**config.mk**
```make
export PLATFORM = sky130hd
export DESIGN_NAME = sram_ctrl
export DESIGN_NICKNAME = d
export VERILOG_FILES = /design/src/rtl/sram_ctrl_pkg.sv /design/src/rtl/sram_ctrl.sv
export SDC_FILE = /design/constraint.sdc
export NUM_CORES = 1
export LEC_CHECK = 0
export BUFFER_PORTS_ARGS = -buffer_cell sky130_fd_sc_hd__buf_2
export CELL_PAD_IN_SITES_DETAIL_PLACEMENT = 0
export CELL_PAD_IN_SITES_GLOBAL_PLACEMENT = 1
export CORE_ASPECT_RATIO = 0.7
export CORE_UTILIZATION = 23
export CTS_CLUSTER_DIAMETER = 100
export DETAILED_ROUTE_END_ITERATION = 6
export GPL_TIMING_DRIVEN = 0
export HOLD_SLACK_MARGIN = 0.06
export PLACE_DENSITY = 0.84
export SYNTH_ARGS = -nofsm -noshare
export SYNTH_HDL_FRONTEND = slang
export SYNTH_SLANG_ARGS = --single-unit
export TNS_END_PERCENT = 30
```
**constraint.sdc**
```tcl
create_clock -name clk -period 1.55 [get_ports clk]
set_input_delay 0.0775 -clock clk [delete_from_list [all_inputs] [get_ports clk]]
set_output_delay 0.0775 -clock clk [all_outputs]
set_load 0.05 [all_outputs]
```
**src/rtl/sram_ctrl_pkg.sv**
```systemverilog
// Shared types and constants for the 16-bit asynchronous SRAM data-memory controller.
package sram_ctrl_pkg;

  localparam int SRAM_DW         = 16;
  localparam int SRAM_AW_DEFAULT = 18;

  typedef enum logic [1:0] {
    IDLE = 2'd0,
    LO   = 2'd1,
    HI   = 2'd2,
    DONE = 2'd3
  } state_t;

  typedef enum logic {
    OP_RD = 1'b0,
    OP_WR = 1'b1
  } op_t;

endpackage

```
**src/rtl/sram_ctrl.sv**
```systemverilog
// Splits each 32-bit load/store into two halfword SRAM phases (low half first);
// ready stays low from request until the DONE cycle, freezing the pipeline.
module sram_ctrl
  import sram_ctrl_pkg::*;
#(
  parameter int WAIT_CYCLES = 1,
  parameter int SRAM_AW     = SRAM_AW_DEFAULT
) (
  input  logic               clk,
  input  logic               rst,
  input  logic               rd_en,
  input  logic               wr_en,
  input  logic [31:0]        address,
  input  logic [31:0]        write_data,
  output logic [31:0]        read_data,
  output logic               ready,
  output logic [SRAM_AW-1:0] sram_addr,
  output logic [SRAM_DW-1:0] sram_dq_out,
  output logic               sram_dq_oe,
  input  logic [SRAM_DW-1:0] sram_dq_in,
  output logic               sram_we_n,
  output logic               sram_oe_n,
  output logic               sram_ce_n,
  output logic               sram_ub_n,
  output logic               sram_lb_n
);

  localparam int CW = $clog2(WAIT_CYCLES + 1);
  localparam logic [CW-1:0] CNT_LAST = CW'(WAIT_CYCLES - 1);

  state_t      r_state;
  op_t         r_op;
  logic [CW-1:0] r_cnt;
  logic [31:0] r_read_data;
  logic        w_phase_end;
  logic        w_unused_addr;

  assign w_phase_end   = (r_cnt == CNT_LAST);
  // Byte-lane bits and bits above the SRAM window never reach the pads.
  assign w_unused_addr = ^{address[31:SRAM_AW+1], address[1:0]};

  always_ff @(posedge clk) begin
    if (rst) begin
      r_state     <= IDLE;
      r_op        <= OP_RD;
      r_cnt       <= '0;
      r_read_data <= '0;
    end else begin
      case (r_state)
        IDLE: begin
          r_cnt <= '0;
          if (wr_en || rd_en) begin
            r_op    <= wr_en ? OP_WR : OP_RD;
            r_state <= LO;
          end
        end
        LO: begin
          if (w_phase_end) begin
            if (r_op == OP_RD) r_read_data[15:0] <= sram_dq_in;
            r_cnt   <= '0;
            r_state <= HI;
          end else begin
            r_cnt <= r_cnt + 1'b1;
          end
        end
        HI: begin
          if (w_phase_end) begin
            if (r_op == OP_RD) r_read_data[31:16] <= sram_dq_in;
            r_cnt   <= '0;
            r_state <= DONE;
          end else begin
            r_cnt <= r_cnt + 1'b1;
          end
        end
        default: begin
          r_cnt   <= '0;
          r_state <= IDLE;
        end
      endcase
    end
  end

  assign read_data = r_read_data;
  assign ready     = ((r_state == IDLE) && !rd_en && !wr_en) || (r_state == DONE);

  // Pad controls depend only on registered state/op, so they are glitch-free per phase.
  always_comb begin
    sram_addr   = '0;
    sram_dq_out = '0;
    sram_dq_oe  = 1'b0;
    sram_we_n   = 1'b1;
    sram_oe_n   = 1'b1;
    sram_ce_n   = 1'b1;
    sram_ub_n   = 1'b1;
    sram_lb_n   = 1'b1;
    if ((r_state == LO) || (r_state == HI)) begin
      sram_addr = {address[SRAM_AW:2], (r_state == HI)};
      sram_ce_n = 1'b0;
      sram_ub_n = 1'b0;
      sram_lb_n = 1'b0;
      if (r_op == OP_WR) begin
        sram_we_n   = 1'b0;
        sram_dq_oe  = 1'b1;
        sram_dq_out = (r_state == HI) ? write_data[31:16] : write_data[15:0];
      end else begin
        sram_oe_n = 1'b0;
      end
    end
  end

endmodule
```
==> impl_metrics.csv, run 1 <==
group,metric,value,unit
logic_synthesis,yosysTopAreaCell,"dfxtp_1",
sta,hold_viol,0,
cts,worstSkewPairLatency,0.27,ns
routing,post_drt_wl_per_cell,14.3,µm
place,io_buffers,140,
pwr,peakVddDrop,1.24,mV
status,violations,"setup timing",
sta,setup_tns,-1.88,ns
grt,overflow,0,
cts,cts_buffer_depth,2,
place,dp.cells,466,
sta,drv_slew,0,
logic_synthesis,yosys_warnings,0,
routing,drc,0,
sta,finalCritPeriodShare,106,%
flow_run,maxCapViolCount,0,
setup_path,cp-start-kind,"flop",
setup_path,path_max_fanout,8,
place,gp_congestion,0.735,
sta,worst_slew_pin_slew,0.724,ns
floorplanning,dieWidth,109,µm
grt,first_global_vias,2112,
grt,grt_max_degree,11,
floorplanning,die_h,77.0,µm
routing,vias_per_cell,4.32,
routing,drt.antenna.violating_nets,0,
setup_path,path_class,"reg -> out",
sta,finalSetupViolCount,37,
setup_path,max_stage_delay,0.35,ns
layout,drive_gt1_share,58.4,%
layout,synthToLayoutAreaGrowth,102,%
cts,cts_inserted_buffers,5,
routing,firstDrtPassIters,6,
sta,fin_skew,0.00507,ns
logic_synthesis,synth_seq_cells,36,
status,status,"finished, violations left",
layout,final_cells,495,
grt,grt_pass1_wl,11000,µm
floorplanning,core-area,0.00755,mm²
logic_synthesis,ys_types,27,
sta,grt_setup_unrepaired,"yes",
cts,htree_num_levels,2,
logic_synthesis,synth_nets,317,
sta,slew_headroom,51.8,%
grt,gr-usage-all-layers,17.2,%
sta,post-route-min-period,1.64,ns
logic_synthesis,synthTopCellsByArea,"dfxtp_1 39%, nand2_1 11%, mux2i_1 8.7%",
cts,numClockSinks,36,
layout,diodes,0,
setup_path,path_cells,"inv_6 > ha_4 > buf_12 > mux2i_4 > nor2_4 > buf_8",
setup_path,cp_slowest_cell,"dfxtp_4",
layout,layout.nets,486,
cts,cts_tree,"yes",
cts,clk_pin_slew,0.05,ns
place,dp_slack,-0.274,ns
setup_path,worstPathRequired,1.47,ns
floorplanning,num_io_pins,157,
routing,first_iter_violations,49,
pwr,p_leak,1.62,nW
setup_path,end_kind,"output port",
pwr,powerDensity,2030,mW/mm²
setup_path,worst-path-buf-inv,3,
setup_path,crit_arrival,1.57,ns
logic_synthesis,synth_area_per_cell,8.11,µm²
worst_hold_path,hold_class,"in -> reg",
logic_synthesis,seq_area_frac_synth,39.0,%
cts,cts_root_buf,"clkbuf_16",
grt,grt_antenna_before_repair,0,
floorplanning,start_util,24.5,%
place,hpwl,4780,µm
sta,achievable-frequency,609,MHz
floorplanning,dieArea,0.00840,mm²
setup_path,cp_top_family,"buffers and inverters",
logic_synthesis,synthCells,228,
logic_synthesis,synth_top_area_share,39.0,%
floorplanning,num_rows,26,
sta,worst_slack,-0.0925,ns
logic_synthesis,syn_area,0.00185,mm²
routing,drt-total-wl,7070,µm
routing,vias,2138,
==> logic make-up after synthesis <==
family	Yosys count	synth area share (%)
compound gates	38	12.8
fa+ha+maj	5	3.39
buf+inv	22	7.31
flops	36	39.0
mux	16	8.67
other cells	1	0.203
simple gates	110	28.6
==> cells in the mapped netlist (all sizes together) <==
cell type  count
inv            4
mux2i         16
a21oi         33
conb           1
nor2          18
nor2b          1
or3b           2
dfxtp         36
ha             5
o21ai          2
or4            1
nand2b         1
o21a           1
nor3b          3
buf           11
nand2         66
o41ai          1
clkbuf         7
or2            1
and2          17
a22oi          1
==> tightest hold or removal path, cell delays in order <==
cell     delay, ns
buf_2         0.11
nand2_1       0.05
a21oi_1       0.05
==> where the power goes <==
part / switching, mW / internal [mW] / leakage, nW
sequential: 0.0945 / 1.06 / 0.293
clock: 0.364 / 0.584 / 0.0667
combinational: 3.15 / 2.32 / 1.26
total: 3.61 / 3.97 / 1.62
==> registers in the layout, summed over array words and instances (netlist names) <==
| signal | flops |
|---|---|
| r_cnt | 1 |
| r_state | 2 |
| r_op | 1 |
| read_data | 32 |
==> worst paths after layout <==
check                startpoint             end  slack [ns]  cells after the start
setup / recovery     r_state[0]  sram_dq_out[7]       -0.09                      6
setup reg to reg     r_state[0]   read_data[25]       -0.05                      7
hold reg to reg    read_data[0]    read_data[0]        0.45                      2
hold / removal    sram_dq_in[7]    read_data[7]        0.07                      3
==> per-layer routing <==
layer / vias to the layer above / wire, µm / GRT usage (%)
met5: - / 0 / 0
met4: 0 / 23 / 2.84
met3: 4 / 274 / 3.74
met2: 44 / 3640 / 30.4
met1: 1016 / 3130 / 21.4
li1: 1074 / - / -
==> layout by cell type, fill, tap and decap left out, types with 2 or more instances in the layout <==
| cell | n |
|---|---|
| buf_4 | 9 |
| buf_12 | 2 |
| a21oi_2 | 10 |
| nor2_1 | 8 |
| clkbuf_1 | 5 |
| and2_1 | 6 |
| dlygate4sd3_1 | 15 |
| a21oi_1 | 23 |
| and2_4 | 11 |
| clkbuf_16 | 6 |
| nand2_2 | 10 |
| nor2_4 | 8 |
| buf_6 | 25 |
| buf_8 | 23 |
| ha_1 | 2 |
| o21ai_0 | 2 |
| nor2_2 | 2 |
| mux2i_4 | 9 |
| dfxtp_4 | 2 |
| nor3b_4 | 3 |
| or3b_1 | 2 |
| ha_4 | 3 |
| mux2i_1 | 6 |
| buf_2 | 100 |
| dfxtp_1 | 34 |
| nand2_1 | 55 |
==> through the flow <==
| stage | util [%] | hold WS [ns] | instance area, µm² | power (mW) |
|---|---|---|---|---|
| final | 49.5 | 0.0748 | 3740 | 7.58 |
| after global routing | 49.5 | 0.0806 | 3740 | 7.89 |
| after CTS | 48.2 | 0.0652 | 3640 | 7.31 |
| after detailed placement | 36.7 | 0.339 | 2770 | 4.88 |
| after global placement | 36.7 | 0.333 | 2770 | 4.84 |
| after floorplan | - | 0.213 | 1940 | 4.11 |
==> repair_timing <==
action                                  4_1_cts  5_1_grt
cloned                                        4        0
hold endpoints to repair                     24        0
endpoints found under the setup margin       62       62
gates resized for setup                     139       33
pin swaps                                     9        8
hold buffers                                 15        0
buffers inserted                              4        0
==> final cells by class <==
type                       instances  area (µm²)
fill                             711        3810
clock inverter                     1        5.00
clock buffer                       6         129
tap                               98         123
timing repair buffer             163        1260
inverter                           4        27.5
multi-input combinational        170        1270
sequential                        36         728
buffer                            17         193
Note: power is estimated with default switching activity, not from simulation.
==> run 2: changes to the inputs <==
--- a/config.mk
+++ b/config.mk
@@ -15,6 +15,7 @@
 export GPL_TIMING_DRIVEN = 0
 export HOLD_SLACK_MARGIN = 0.06
 export PLACE_DENSITY = 0.84
+export REMOVE_ABC_BUFFERS = 1
 export SYNTH_ARGS = -nofsm -noshare
 export SYNTH_HDL_FRONTEND = slang
 export SYNTH_SLANG_ARGS = --single-unit
==> run 2 against run 1 <==
The flow still finishes with violations (setup timing). Highest routed layer unchanged. First-iteration DRC count grew to 2.5 times the previous value. Design area is 1.5% lower. Clock skew is 0.0010 ns higher. Sequential power hardly changed. Sequential share of layout area is 0.26 points higher. Hold slack better by 0.0013 ns.
==> impl_metrics.csv, run 2 (synthesis results as in run 1) <==
group,metric,value,unit
sta,hold_viol,0,
cts,clk_pin_slew,0.05,ns
sta,post-route-min-period,1.67,ns
routing,vias_per_cell,4.35,
sta,grt_setup_unrepaired,"yes",
cts,numClockSinks,36,
grt,overflow,0,
setup_path,worstPathRequired,1.47,ns
floorplanning,num_rows,26,
status,violations,"setup timing",
routing,drt-total-wl,6370,µm
place,io_buffers,141,
grt,grt_max_degree,37,
layout,final_cell_area,0.00368,mm²
place,dp.cells,449,
grt,grt_pass1_wl,9800,µm
routing,firstDrtPassIters,4,
worst_hold_path,hold_class,"in -> reg",
routing,drt.antenna.violating_nets,0,
floorplanning,start_util,24.5,%
setup_path,crit_arrival,1.59,ns
cts,cts_tree,"yes",
setup_path,cp-start-kind,"flop",
setup_path,path_class,"reg -> out",
routing,first_iter_violations,124,
sta,fin_skew,0.00611,ns
layout,diodes,0,
sta,finalCritPeriodShare,108,%
floorplanning,num_io_pins,157,
place,hpwl,3780,µm
cts,cts_root_buf,"clkbuf_16",
routing,drc,0,
pwr,peakVddDrop,1.11,mV
pwr,powerDensity,2020,mW/mm²
sta,slew_headroom,47.3,%
sta,finalSetupViolCount,40,
layout,register_area,727,µm²
layout,nFillCells,669,
floorplanning,dieWidth,109,µm
flow_run,maxCapViolCount,0,
cts,htree_num_levels,2,
cts,cts_inserted_buffers,5,
place,gp_congestion,0.735,
layout,multi_input_area,0.00139,mm²
routing,post_drt_wl_per_cell,13.0,µm
layout,layout.nets,479,
grt,gr-usage-all-layers,14.8,%
place,place_area,0.00256,mm²
layout,drive_gt1_share,59.6,%
sta,drv_slew,0,
setup_path,path_max_fanout,9,
layout,final_cell_mix,"103 x buf_2, 55 x nand2_1, 33 x dfxtp_1",
cts,cts_buffer_depth,2,
sta,achievable-frequency,600,MHz
grt,first_global_vias,2053,
routing,vias,2127,
sta,fin_hold_ws,0.0761,ns
floorplanning,dieArea,0.00840,mm²
layout,largest_reg_flops,32,
sta,worst_slack,-0.117,ns
setup_path,end_kind,"output port",
status,status,"finished, violations left",
layout,final_common_cell,"buf_2",
pwr,p_leak,1.59,nW
layout,final_cells,489,
floorplanning,die_h,77.0,µm
floorplanning,core-area,0.00755,mm²
cts,worstSkewPairLatency,0.27,ns
layout,synthToLayoutAreaGrowth,99.3,%
sta,worst_slew_pin_slew,0.790,ns
grt,grt_antenna_before_repair,0,
[run 2: cell count changes in the layout (fill, tap and decap cells not counted), moves of 3 or more]
cell / previous run / this run
and2_1: 6 / 17
and2_4: 11 / 0
buf_2: 100 / 103
buf_4: 9 / 15
buf_8: 23 / 7
clkbuf_1: 5 / 0
mux2i_1: 6 / 0
mux2i_4: 9 / 13
nor2_1: 8 / 2
nor2_4: 8 / 15
[run 2: area by class of cell]
cell class	instances	area share, %
multi-input cells	173	37.7
repair buffers	170	33.9
flip-flops and latches	36	19.7
clock buffers	7	4.15
well taps	98	3.33
clock inverters	1	0.815
inverters	4	0.408
[run 2: worst paths after layout]
kind / slack, ns / from / to / cells past startpoint
worst max register to register: -0.08 / r_state[1] / read_data[21] / 8
worst min-delay path: 0.08 / sram_dq_in[11] / read_data[27] / 3
worst max-delay path: -0.12 / r_state[1] / sram_dq_out[8] / 6
worst min register to register: 0.45 / read_data[16] / read_data[16] / 2
[run 2: power breakdown]
| group | internal [mW] | switching [mW] | leakage, nW | total (mW) |
|---|---|---|---|---|
| combinational | 1.92 | 3.11 | 1.21 | 5.03 |
| clock | 0.846 | 0.366 | 0.0901 | 1.21 |
| sequential | 1.06 | 0.132 | 0.293 | 1.19 |
[run 2: critical path, stage by stage, from the launching register on]
cell and delay, ns:
dfxtp_4 0.37, buf_6 0.10, ha_4 0.17, buf_12 0.18
mux2i_4 0.27, nor2_4 0.07, buf_6 0.15
[run 2: per-stage QoR]
step | setup WS (ns) | power (mW) | utilization, % | setup TNS (ns)
finish | -0.117 | 7.44 | 48.8 | -2.40
global route | -0.177 | 7.77 | 48.8 | -5.86
CTS | -0.0903 | 7.05 | 45.5 | -1.39
detailed placement | -0.994 | 4.53 | 33.9 | -30.66
global placement | -0.932 | 4.49 | 33.9 | -27.99
floorplan | -0.871 | 3.71 | - | -29.90
[run 2: timing repair]
| item | in CTS | in global routing |
|---|---|---|
| endpoints found under the hold margin | 21 | 0 |
| hold buffers | 15 | 0 |
| pin swaps | 7 | 8 |
| gates resized for setup | 112 | 56 |
| endpoints found under the setup margin | 75 | 61 |
| setup buffers | 14 | 0 |
| gates cloned | 2 | 1 |
[run 2: per-layer routing]
| layer | track usage (%) | routed length, µm | part of all wire [%] | vias to the layer above |
|---|---|---|---|---|
| met4 | 4.46 | 82 | 1.3 | 0 |
| li1 | - | - | - | 1068 |
| met2 | 26.5 | 3160 | 50 | 98 |
| met3 | 2.47 | 390 | 6.1 | 8 |
| met5 | 0 | 0 | 0 | - |
| met1 | 17.8 | 2740 | 43 | 953 |
